==> src/rtl/read_xbar_if.sv <==
// Read crossbar bus bundle: agent request/return lanes and bank read ports.
// master = agents plus banks (the environment around the crossbar), slave = the crossbar.
interface read_xbar_if #(
  parameter int unsigned ADDR_WIDTH   = 8,
  parameter int unsigned DATA_WIDTH   = 32,
  parameter int unsigned NB_BANK      = 2,
  parameter int unsigned NB_RDAGENT   = 2,
  parameter int unsigned SELECT_WIDTH = 2
);
  logic [NB_RDAGENT-1:0]              m_rden;
  logic [NB_RDAGENT*ADDR_WIDTH-1:0]   m_rdaddr;
  logic [NB_RDAGENT*SELECT_WIDTH-1:0] bank_select;
  logic [NB_RDAGENT-1:0]              m_rdready;
  logic [NB_RDAGENT-1:0]              m_rddvalid;
  logic [NB_RDAGENT*DATA_WIDTH-1:0]   m_rddata;
  logic [NB_RDAGENT*2-1:0]            m_rdcollision;
  logic [NB_BANK-1:0]                 s_rden;
  logic [NB_BANK*ADDR_WIDTH-1:0]      s_rdaddr;
  logic [NB_BANK*DATA_WIDTH-1:0]      s_rddata;

  modport master (
    output m_rden, m_rdaddr, bank_select, s_rddata,
    input  m_rdready, m_rddvalid, m_rddata, m_rdcollision, s_rden, s_rdaddr
  );

  modport slave (
    input  m_rden, m_rdaddr, bank_select, s_rddata,
    output m_rdready, m_rddvalid, m_rddata, m_rdcollision, s_rden, s_rdaddr
  );
endinterface

==> src/rtl/read_xbar.sv <==
// Read crossbar: per-bank arbitration with ready stall, tagged return pipeline, collision flags.
// Define READ_XBAR_RR_EN for round-robin arbitration; otherwise highest-index requester wins.
module read_xbar #(
  parameter int unsigned ADDR_WIDTH      = 8,
  parameter int unsigned DATA_WIDTH      = 32,
  parameter int unsigned NB_BANK         = 2,
  parameter int unsigned NB_RDAGENT      = 2,
  parameter int unsigned RD_LATENCY      = 1,
  parameter int unsigned WRITE_COLLISION = 1,
  parameter int unsigned SELECT_WIDTH    = ((NB_BANK > 1) ? $clog2(NB_BANK) : 1) + WRITE_COLLISION
) (
  input logic        aclk,
  input logic        aresetn,
  read_xbar_if.slave bus
);
  localparam int unsigned BIDX_W = SELECT_WIDTH - WRITE_COLLISION;
  localparam int unsigned AGW    = (NB_RDAGENT > 1) ? $clog2(NB_RDAGENT) : 1;

  typedef struct packed {
    logic              vld;
    logic              oor;
    logic [BIDX_W-1:0] bidx;
    logic              wr;
    logic              rd;
  } ret_t;

  logic [NB_RDAGENT-1:0][BIDX_W-1:0] bidx;
  logic [NB_RDAGENT-1:0]             wrflag;
  logic [NB_RDAGENT-1:0]             in_range;
  logic [NB_RDAGENT-1:0]             rdcoll;
  logic [NB_RDAGENT-1:0]             grant;
  logic [NB_BANK-1:0][NB_RDAGENT-1:0] breq;
  logic [NB_BANK-1:0][AGW-1:0]       win_idx;
  logic [NB_BANK-1:0]                bact;
  logic [NB_BANK*ADDR_WIDTH-1:0]     s_addr;
  logic [NB_RDAGENT-1:0]             rvalid;
  logic [NB_RDAGENT*DATA_WIDTH-1:0]  rdata;
  logic [NB_RDAGENT*2-1:0]           rcoll;
  ret_t                              pipe_q [NB_RDAGENT][RD_LATENCY];

`ifdef READ_XBAR_RR_EN
  logic [NB_BANK-1:0][AGW-1:0] ptr_q;

  function automatic logic [AGW-1:0] pick(input logic [NB_RDAGENT-1:0] req,
                                          input logic [AGW-1:0]        ptr);
    logic [AGW-1:0] sel;
    sel = '0;
    // Scan farthest-first so the nearest requester after ptr overwrites last.
    for (int k = NB_RDAGENT; k >= 1; k--) begin
      if (req[(int'(ptr) + k) % NB_RDAGENT]) sel = AGW'((int'(ptr) + k) % NB_RDAGENT);
    end
    return sel;
  endfunction
`else
  function automatic logic [AGW-1:0] pick(input logic [NB_RDAGENT-1:0] req);
    logic [AGW-1:0] sel;
    sel = '0;
    for (int i = 0; i < NB_RDAGENT; i++) begin
      if (req[i]) sel = AGW'(i);
    end
    return sel;
  endfunction
`endif

  always_comb begin
    for (int i = 0; i < NB_RDAGENT; i++) begin
      bidx[i]     = bus.bank_select[i*SELECT_WIDTH +: BIDX_W];
      wrflag[i]   = (WRITE_COLLISION != 0) && bus.bank_select[i*SELECT_WIDTH + SELECT_WIDTH - 1];
      in_range[i] = 32'(bidx[i]) < NB_BANK;
    end
  end

  always_comb begin
    breq    = '0;
    win_idx = '0;
    bact    = '0;
    s_addr  = '0;
    for (int b = 0; b < NB_BANK; b++) begin
      for (int i = 0; i < NB_RDAGENT; i++) begin
        breq[b][i] = aresetn && bus.m_rden[i] && in_range[i] && (32'(bidx[i]) == 32'(b));
      end
      bact[b] = |breq[b];
`ifdef READ_XBAR_RR_EN
      win_idx[b] = pick(breq[b], ptr_q[b]);
`else
      win_idx[b] = pick(breq[b]);
`endif
      if (bact[b]) begin
        s_addr[b*ADDR_WIDTH +: ADDR_WIDTH] =
            bus.m_rdaddr[32'(win_idx[b])*ADDR_WIDTH +: ADDR_WIDTH];
      end
    end
  end

  // Out-of-range selects are granted at once and never touch a bank.
  always_comb begin
    for (int i = 0; i < NB_RDAGENT; i++) begin
      grant[i]  = aresetn && bus.m_rden[i] && !in_range[i];
      rdcoll[i] = 1'b0;
      for (int b = 0; b < NB_BANK; b++) begin
        if (breq[b][i]) begin
          grant[i]  = (32'(win_idx[b]) == 32'(i));
          rdcoll[i] = $countones(breq[b]) > 1;
        end
      end
    end
  end

  always_ff @(posedge aclk or negedge aresetn) begin
    if (!aresetn) begin
      for (int i = 0; i < NB_RDAGENT; i++) begin
        for (int s = 0; s < RD_LATENCY; s++) pipe_q[i][s] <= '0;
      end
    end else begin
      for (int i = 0; i < NB_RDAGENT; i++) begin
        pipe_q[i][0] <= '{vld: grant[i], oor: !in_range[i], bidx: bidx[i],
                          wr: wrflag[i], rd: rdcoll[i]};
        for (int s = 1; s < RD_LATENCY; s++) pipe_q[i][s] <= pipe_q[i][s-1];
      end
    end
  end

`ifdef READ_XBAR_RR_EN
  always_ff @(posedge aclk or negedge aresetn) begin
    if (!aresetn) begin
      for (int b = 0; b < NB_BANK; b++) ptr_q[b] <= AGW'(NB_RDAGENT - 1);
    end else begin
      for (int b = 0; b < NB_BANK; b++) begin
        if (bact[b]) ptr_q[b] <= win_idx[b];
      end
    end
  end
`endif

  always_comb begin
    rvalid = '0;
    rdata  = '0;
    rcoll  = '0;
    for (int i = 0; i < NB_RDAGENT; i++) begin
      if (pipe_q[i][RD_LATENCY-1].vld) begin
        rvalid[i]       = 1'b1;
        rcoll[2*i +: 2] = {pipe_q[i][RD_LATENCY-1].rd, pipe_q[i][RD_LATENCY-1].wr};
        if (!pipe_q[i][RD_LATENCY-1].oor) begin
          rdata[i*DATA_WIDTH +: DATA_WIDTH] =
              bus.s_rddata[32'(pipe_q[i][RD_LATENCY-1].bidx)*DATA_WIDTH +: DATA_WIDTH];
        end
      end
    end
  end

  assign bus.m_rdready     = grant;
  assign bus.s_rden        = bact;
  assign bus.s_rdaddr      = s_addr;
  assign bus.m_rddvalid    = rvalid;
  assign bus.m_rddata      = rdata;
  assign bus.m_rdcollision = rcoll;
endmodule

==> src/flat_wrapper.sv <==
// flat-port wrapper written by rule: the top's interface ports become plain ports
module read_xbar_flat 
#(
  parameter int unsigned ADDR_WIDTH      = 8,
  parameter int unsigned DATA_WIDTH      = 32,
  parameter int unsigned NB_BANK         = 2,
  parameter int unsigned NB_RDAGENT      = 2,
  parameter int unsigned RD_LATENCY      = 1,
  parameter int unsigned WRITE_COLLISION = 1,
  parameter int unsigned SELECT_WIDTH    = ((NB_BANK > 1) ? $clog2(NB_BANK) : 1) + WRITE_COLLISION
)
  (aclk, aresetn, bus_m_rden, bus_m_rdaddr, bus_bank_select, bus_s_rddata, bus_m_rdready, bus_m_rddvalid, bus_m_rddata, bus_m_rdcollision, bus_s_rden, bus_s_rdaddr);
  read_xbar_if #(.ADDR_WIDTH(ADDR_WIDTH), .DATA_WIDTH(DATA_WIDTH), .NB_BANK(NB_BANK), .NB_RDAGENT(NB_RDAGENT), .SELECT_WIDTH(SELECT_WIDTH)) bus_i ();
  input logic aclk;
  input logic aresetn;
  input wire logic [$bits(bus_i.m_rden)-1:0] bus_m_rden;
  input wire logic [$bits(bus_i.m_rdaddr)-1:0] bus_m_rdaddr;
  input wire logic [$bits(bus_i.bank_select)-1:0] bus_bank_select;
  input wire logic [$bits(bus_i.s_rddata)-1:0] bus_s_rddata;
  output wire logic [$bits(bus_i.m_rdready)-1:0] bus_m_rdready;
  output wire logic [$bits(bus_i.m_rddvalid)-1:0] bus_m_rddvalid;
  output wire logic [$bits(bus_i.m_rddata)-1:0] bus_m_rddata;
  output wire logic [$bits(bus_i.m_rdcollision)-1:0] bus_m_rdcollision;
  output wire logic [$bits(bus_i.s_rden)-1:0] bus_s_rden;
  output wire logic [$bits(bus_i.s_rdaddr)-1:0] bus_s_rdaddr;
  assign bus_i.m_rden = bus_m_rden;
  assign bus_i.m_rdaddr = bus_m_rdaddr;
  assign bus_i.bank_select = bus_bank_select;
  assign bus_i.s_rddata = bus_s_rddata;
  assign bus_m_rdready = bus_i.m_rdready;
  assign bus_m_rddvalid = bus_i.m_rddvalid;
  assign bus_m_rddata = bus_i.m_rddata;
  assign bus_m_rdcollision = bus_i.m_rdcollision;
  assign bus_s_rden = bus_i.s_rden;
  assign bus_s_rdaddr = bus_i.s_rdaddr;
  read_xbar #(.ADDR_WIDTH(ADDR_WIDTH), .DATA_WIDTH(DATA_WIDTH), .NB_BANK(NB_BANK), .NB_RDAGENT(NB_RDAGENT), .RD_LATENCY(RD_LATENCY), .WRITE_COLLISION(WRITE_COLLISION), .SELECT_WIDTH(SELECT_WIDTH)) u_core (.aclk(aclk), .aresetn(aresetn), .bus(bus_i));
endmodule
==> config.mk <==
export PLATFORM = sky130hd
export DESIGN_NAME = read_xbar_flat
export DESIGN_NICKNAME = d
export VERILOG_FILES = /design/src/rtl/read_xbar_if.sv /design/src/rtl/read_xbar.sv /design/src/flat_wrapper.sv
export SDC_FILE = /design/constraint.sdc
export NUM_CORES = 1
export LEC_CHECK = 0
export BUFFER_PORTS_ARGS = -buffer_cell sky130_fd_sc_hd__clkbuf_2
export CORE_MARGIN = 2
export CORE_UTILIZATION = 36
export CTS_CLUSTER_DIAMETER = 80
export DETAILED_ROUTE_END_ITERATION = 12
export GPL_TIMING_DRIVEN = 0
export PLACE_DENSITY = 0.86
export SLEW_MARGIN = 10
export SYNTH_ARGS = -nofsm -noshare
export SYNTH_HDL_FRONTEND = slang
export SYNTH_SLANG_ARGS = --single-unit
==> constraint.sdc <==
create_clock -name aclk -period 1.1 [get_ports aclk]
set_input_delay 0.11 -clock aclk [delete_from_list [all_inputs] [get_ports aclk]]
set_output_delay 0.11 -clock aclk [all_outputs]
set_load 0.01 [all_outputs]
# Word-level counts from Yosys, hierarchy flattened
# Index checks and enable logic that the tools add are counted.
[totals]
ram_bits = 0
rom_bits = 0
reg_bits = 8
inputBits = 88
latch_bits = 0
n_memories = 0
out_inout_bits = 90
word_cells = 46
[op_classes]
mux = 18
n_mul = 0
n_shift = 4
n_bitwise = 4
add_sub_neg = 2
n_lt_le_gt_ge = 2
n_eq_ne = 0
n_div = 0
n_reduce_logical = 8
[op_table]
columns = ["cell", "count"]
rows = [
  ["variable part select 64 x 7 -> 32 bit", 2],
  ["> comparator 32 x 2 -> 1 bit, second input constant", 2],
  ["two-way mux 32 bit", 2],
  ["variable part select 16 x 5 -> 8 bit", 2],
  ["two-way mux 8 bit", 2],
  ["two-way mux 1 bit", 12],
  ["logical AND 1 bit", 6],
  ["adder 1 x 1 -> 2 bit", 2],
  ["two-way mux 2 bit", 2],
  ["NOT 1 bit", 4],
  ["OR reduction 2 bit", 2],
]

# Longest topological paths before layout
[depth]
ltp_word = 6
depth_mapped = 4
ltp_nobuf = 2

# Worst setup path after synthesis
# Ideal clock, no wire load.
[synth_timing]
path_kind = "register to output"
startpoint = "register u_core.pipe_q[7] (netlist name)"
endpoint = "output port bus_m_rddata[0]"
path_stages_with_launch = 5
setup_slack_ps = 52
t_arrival_ps = 938
path_buffers = 2
cell_sequence = "dfrtp_1 buf_4 buf_6 mux2i_1 nor2b_1"
[synth_between]
elab_chain_len = 2
[synth_lines]
columns = ["element", "line", "source"]
rows = [
  ["start, declared", "read_xbar.sv:39", "ret_t pipe_q [NB_RDAGENT][RD_LATENCY];"],
  ["start signal, assigned by index", "read_xbar.sv:116", "pipe_q[i][0] <= '{vld: grant[i], oor: !in_range[i], bidx: bidx[i],"],
  ["variable part select 64 x 7 -> 32 bit", "read_xbar.sv:145", "bus.s_rddata[32'(pipe_q[i][RD_LATENCY-1].bidx)*DATA_WIDTH +: DATA_WIDTH];"],
  ["two-way mux 32 bit", "read_xbar.sv:140", "if (pipe_q[i][RD_LATENCY-1].vld) begin"],
  ["end, declared", "flat_wrapper.sv:22", "output wire logic [$bits(bus_i.m_rddata)-1:0] bus_m_rddata;"],
]
# No other way between the ends.

# Worst setup path after layout
[layout_timing]
startpoint = "register u_core.pipe_q[2] (netlist name)"
endpoint = "output port bus_m_rddata[33]"
# Same word-level chain as after synthesis.

==> flow_summary.toml <==
[setup_path]
critical_path_class = "reg -> out"
cp-end-kind = "output port"
cp_slowest_cell = "dfrtp_1"
arrival_ns = 1.31
crit_start = "u_core.pipe_q[2]"
startpoint_type = "register"
required_ns = 0.99
crit_path_cell_trace = "buf_6 -> buf_8 -> mux2i_1 -> nor2b_1 -> buf_2"
max_stage_delay_ns = 0.33
crit_path_max_fanout = 10

[sta]
rsz0062_at_grt = "true"
fin_crit_ns = 1.419
finalSetupViolations = 70
hold_violations = 0
setup_slack_ns = -0.3190
max_slew_margin = 0.7708
hold_ws_ns = 0.04601
slew_violations = 0
worst_pin_slew_ns = 0.3427
period_share = 1.290
max_freq_ghz = 0.7047

[cells_and_area]
top_register = "u_core.pipe_q"
diodes = 0
nets = 473
largest_reg_flops = 8
design_area_sq_um = 2925
largestRegisters = "u_core.pipe_q (8)"
stdcell_count = 435
drive_above_1_share = 0.5692
synthToLayoutAreaGrowth_pct = 73.31
final_util = 0.6582
fillCellCount = 372

[die]
pin_count = 178
die_area_sq_um = 5252
fp-row-count = 24
fp.coreArea_sq_um = 4444
initial_core_util = 0.3798
die_y_um = 72.47
fp.dieW_um = 72.47

[global_routing]
track_usage = 0.2069
grt_start_max_net_pins = 11
antenna_found_initial = 0
grt_pass1_vias = 2080
grt_pass1_wl_um = 8907
grt_overflow_total = 0

[outcome]
status = "complete, but fails checks"
violations = "setup timing"

[place]
post-place-cells = 420
placed_cell_area_sq_um = 2639
gp_congestion = 0.8229
port_buffers = 177
dp_hpwl_um = 4823
pre_cts_slack_ns = -0.2042

[detailed_routing]
vias_per_cell = 4.995
avgRoutedWirePerCell_um = 13.87
vias = 2173
postRouteWirelength_um = 6032
drt-pass1-iter-count = 4
drtIter0Drc = 55
drc = 0
ant_nets = 0

[logic_synthesis]
synth_top_area_frac = 0.3795
yosys_warnings = 0
yosysUniqueCellTypes = 18
syn_area_per_cell_sq_um = 8.837
synth_top_cell_by_area = "mux2i_1"
netlist_top_cells_area = "mux2i_1 (38%), nor2b_1 (24%), dfrtp_1 (12%)"
synthCells = 191
yosysSeqAreaShare = 0.1186
syn-num-nets = 279
ys_ff_latch = 8
synthesis.area_sq_um = 1688

[power_and_ir_drop]
p_leak_nw = 1.751
swShare = 0.3487
vdd_drop_max_mv = 0.6626
internal_power_mw = 1.079
combPwrFrac = 0.595
clkPwrFrac = 0.211
p_per_area_nw_per_um2 = 566.4
p_switching_mw = 0.5777
sequentialPowerShare = 0.194

[cts]
ctsRootBufferMaster = "clkbuf_8"
htree_levels = 1
clk_pin_slew_ns = 0.04
cts_buffers = 3
cts_max_path_buffers = 2
cts_tree = "done"
clock_sinks = 8

[min_path]
hp-start = "bus_bank_select[0]"
min_path_cells = 1
hold_class = "in -> reg"

[job]
drv_cap = 0
-- repair_timing --
| item | CTS | global route |
|---|---|---|
| endpoints found under the hold margin | 10 | 0 |
| gates resized for setup | 34 | 63 |
| hold buffers | 3 | 0 |
| gates cloned | 1 | 0 |
| pin swaps | 1 | 0 |
| buffers inserted | 6 | 3 |
| endpoints found under the setup margin | 87 | 79 |
-- power by group through the flow --
stage | Combinational, mW | Clock (mW) | Sequential [mW]
after floorplan | 0.484 | 0 | 0.320
after global placement | 0.865 | 0 | 0.325
after detailed placement | 0.885 | 0 | 0.325
after CTS | 0.965 | 0.351 | 0.322
after global routing | 1.07 | 0.362 | 0.323
final | 0.986 | 0.350 | 0.321
-- cells in the final DEF, fill, tap and decap left out --
cell type	count
a32o_1	16
nand2b_1	1
dlygate4sd3_1	3
clkbuf_4	1
and2_4	4
and4_1	2
dfrtp_1	6
or2_1	2
and3_1	1
dfrtp_2	2
mux2i_2	1
nand2_1	2
buf_8	5
clkbuf_2	129
mux2i_1	63
a21oi_1	1
and2_1	1
and3b_1	2
clkbuf_8	4
and3_2	1
buf_2	49
buf_6	13
xnor2_1	1
nor2b_1	64
buf_12	4
buf_4	5
-- cell type report --
class / instances / area, sq um / share of cell area
buffer: 21 / 254.0 / 0.08683
clock buffer: 3 / 41.29 / 0.01411
multi-input combinational: 162 / 1335 / 0.4564
sequential: 8 / 202.7 / 0.06929
tap: 52 / 65.06 / 0.02224
timing repair buffer: 189 / 1027 / 0.3512
-- kinds of logic (layout without fill, tap and decap cells) --
kind of cell           after synthesis  count (layout)  synth area share
buffers and inverters               21             213           0.09859
XOR/XNOR                             1               1          0.005190
flip-flops                           8               8            0.1186
AND/OR/NAND/NOR                     80              80            0.3002
AO/OA/AOI/OAI                       17              17           0.09785
multiplexers                        64              64            0.3795
-- routing by layer --
metal | part of all wire | vias to the layer above | GRT usage
met1 | 0.34 | 979 | 0.1833
met3 | 0.093 | 9 | 0.03611
li1 | - | 1074 | -
met2 | 0.56 | 111 | 0.4567
met5 | 0 | - | 0
met4 | 0.013 | 0 | 0.05556
-- Yosys cell counts --
cell / instances
nand2_1: 2
buf_6: 9
a32o_1: 16
nand2b_1: 1
buf_4: 5
and3_2: 1
mux2i_1: 64
xnor2_1: 1
and3b_1: 2
clkbuf_1: 6
dfrtp_1: 8
clkbuf_2: 1
a21oi_1: 1
and2_1: 5
and4_1: 2
or2_1: 2
nor2b_1: 64
and3_1: 1
-- worst max-delay path, delay by kind of cell, from the launching register on --
kind                   cells  cell delay [ns]
DFF                        1             0.33
muxes                      1             0.24
buffers and inverters      3             0.43
and+or+nand+nor            1             0.08
-- per-stage QoR --
stage / total power, mW / TNS, ns
finish: 1.657 / -16.72
global route: 1.750 / -20.08
CTS: 1.638 / -17.24
detailed placement: 1.210 / -10.91
global placement: 1.190 / -10.85
floorplan: 0.8038 / 0
-- worst paths after layout --
kind	endpoint	slack, ns
max in group asynchronous	u_core.pipe_q[4]	0.47
worst min-delay path	u_core.pipe_q[7]	0.05
min in group asynchronous	u_core.pipe_q[7]	0.36
worst max-delay path	bus_m_rddata[33]	-0.32
No activity file was read; power rests on OpenSTA's default activity.
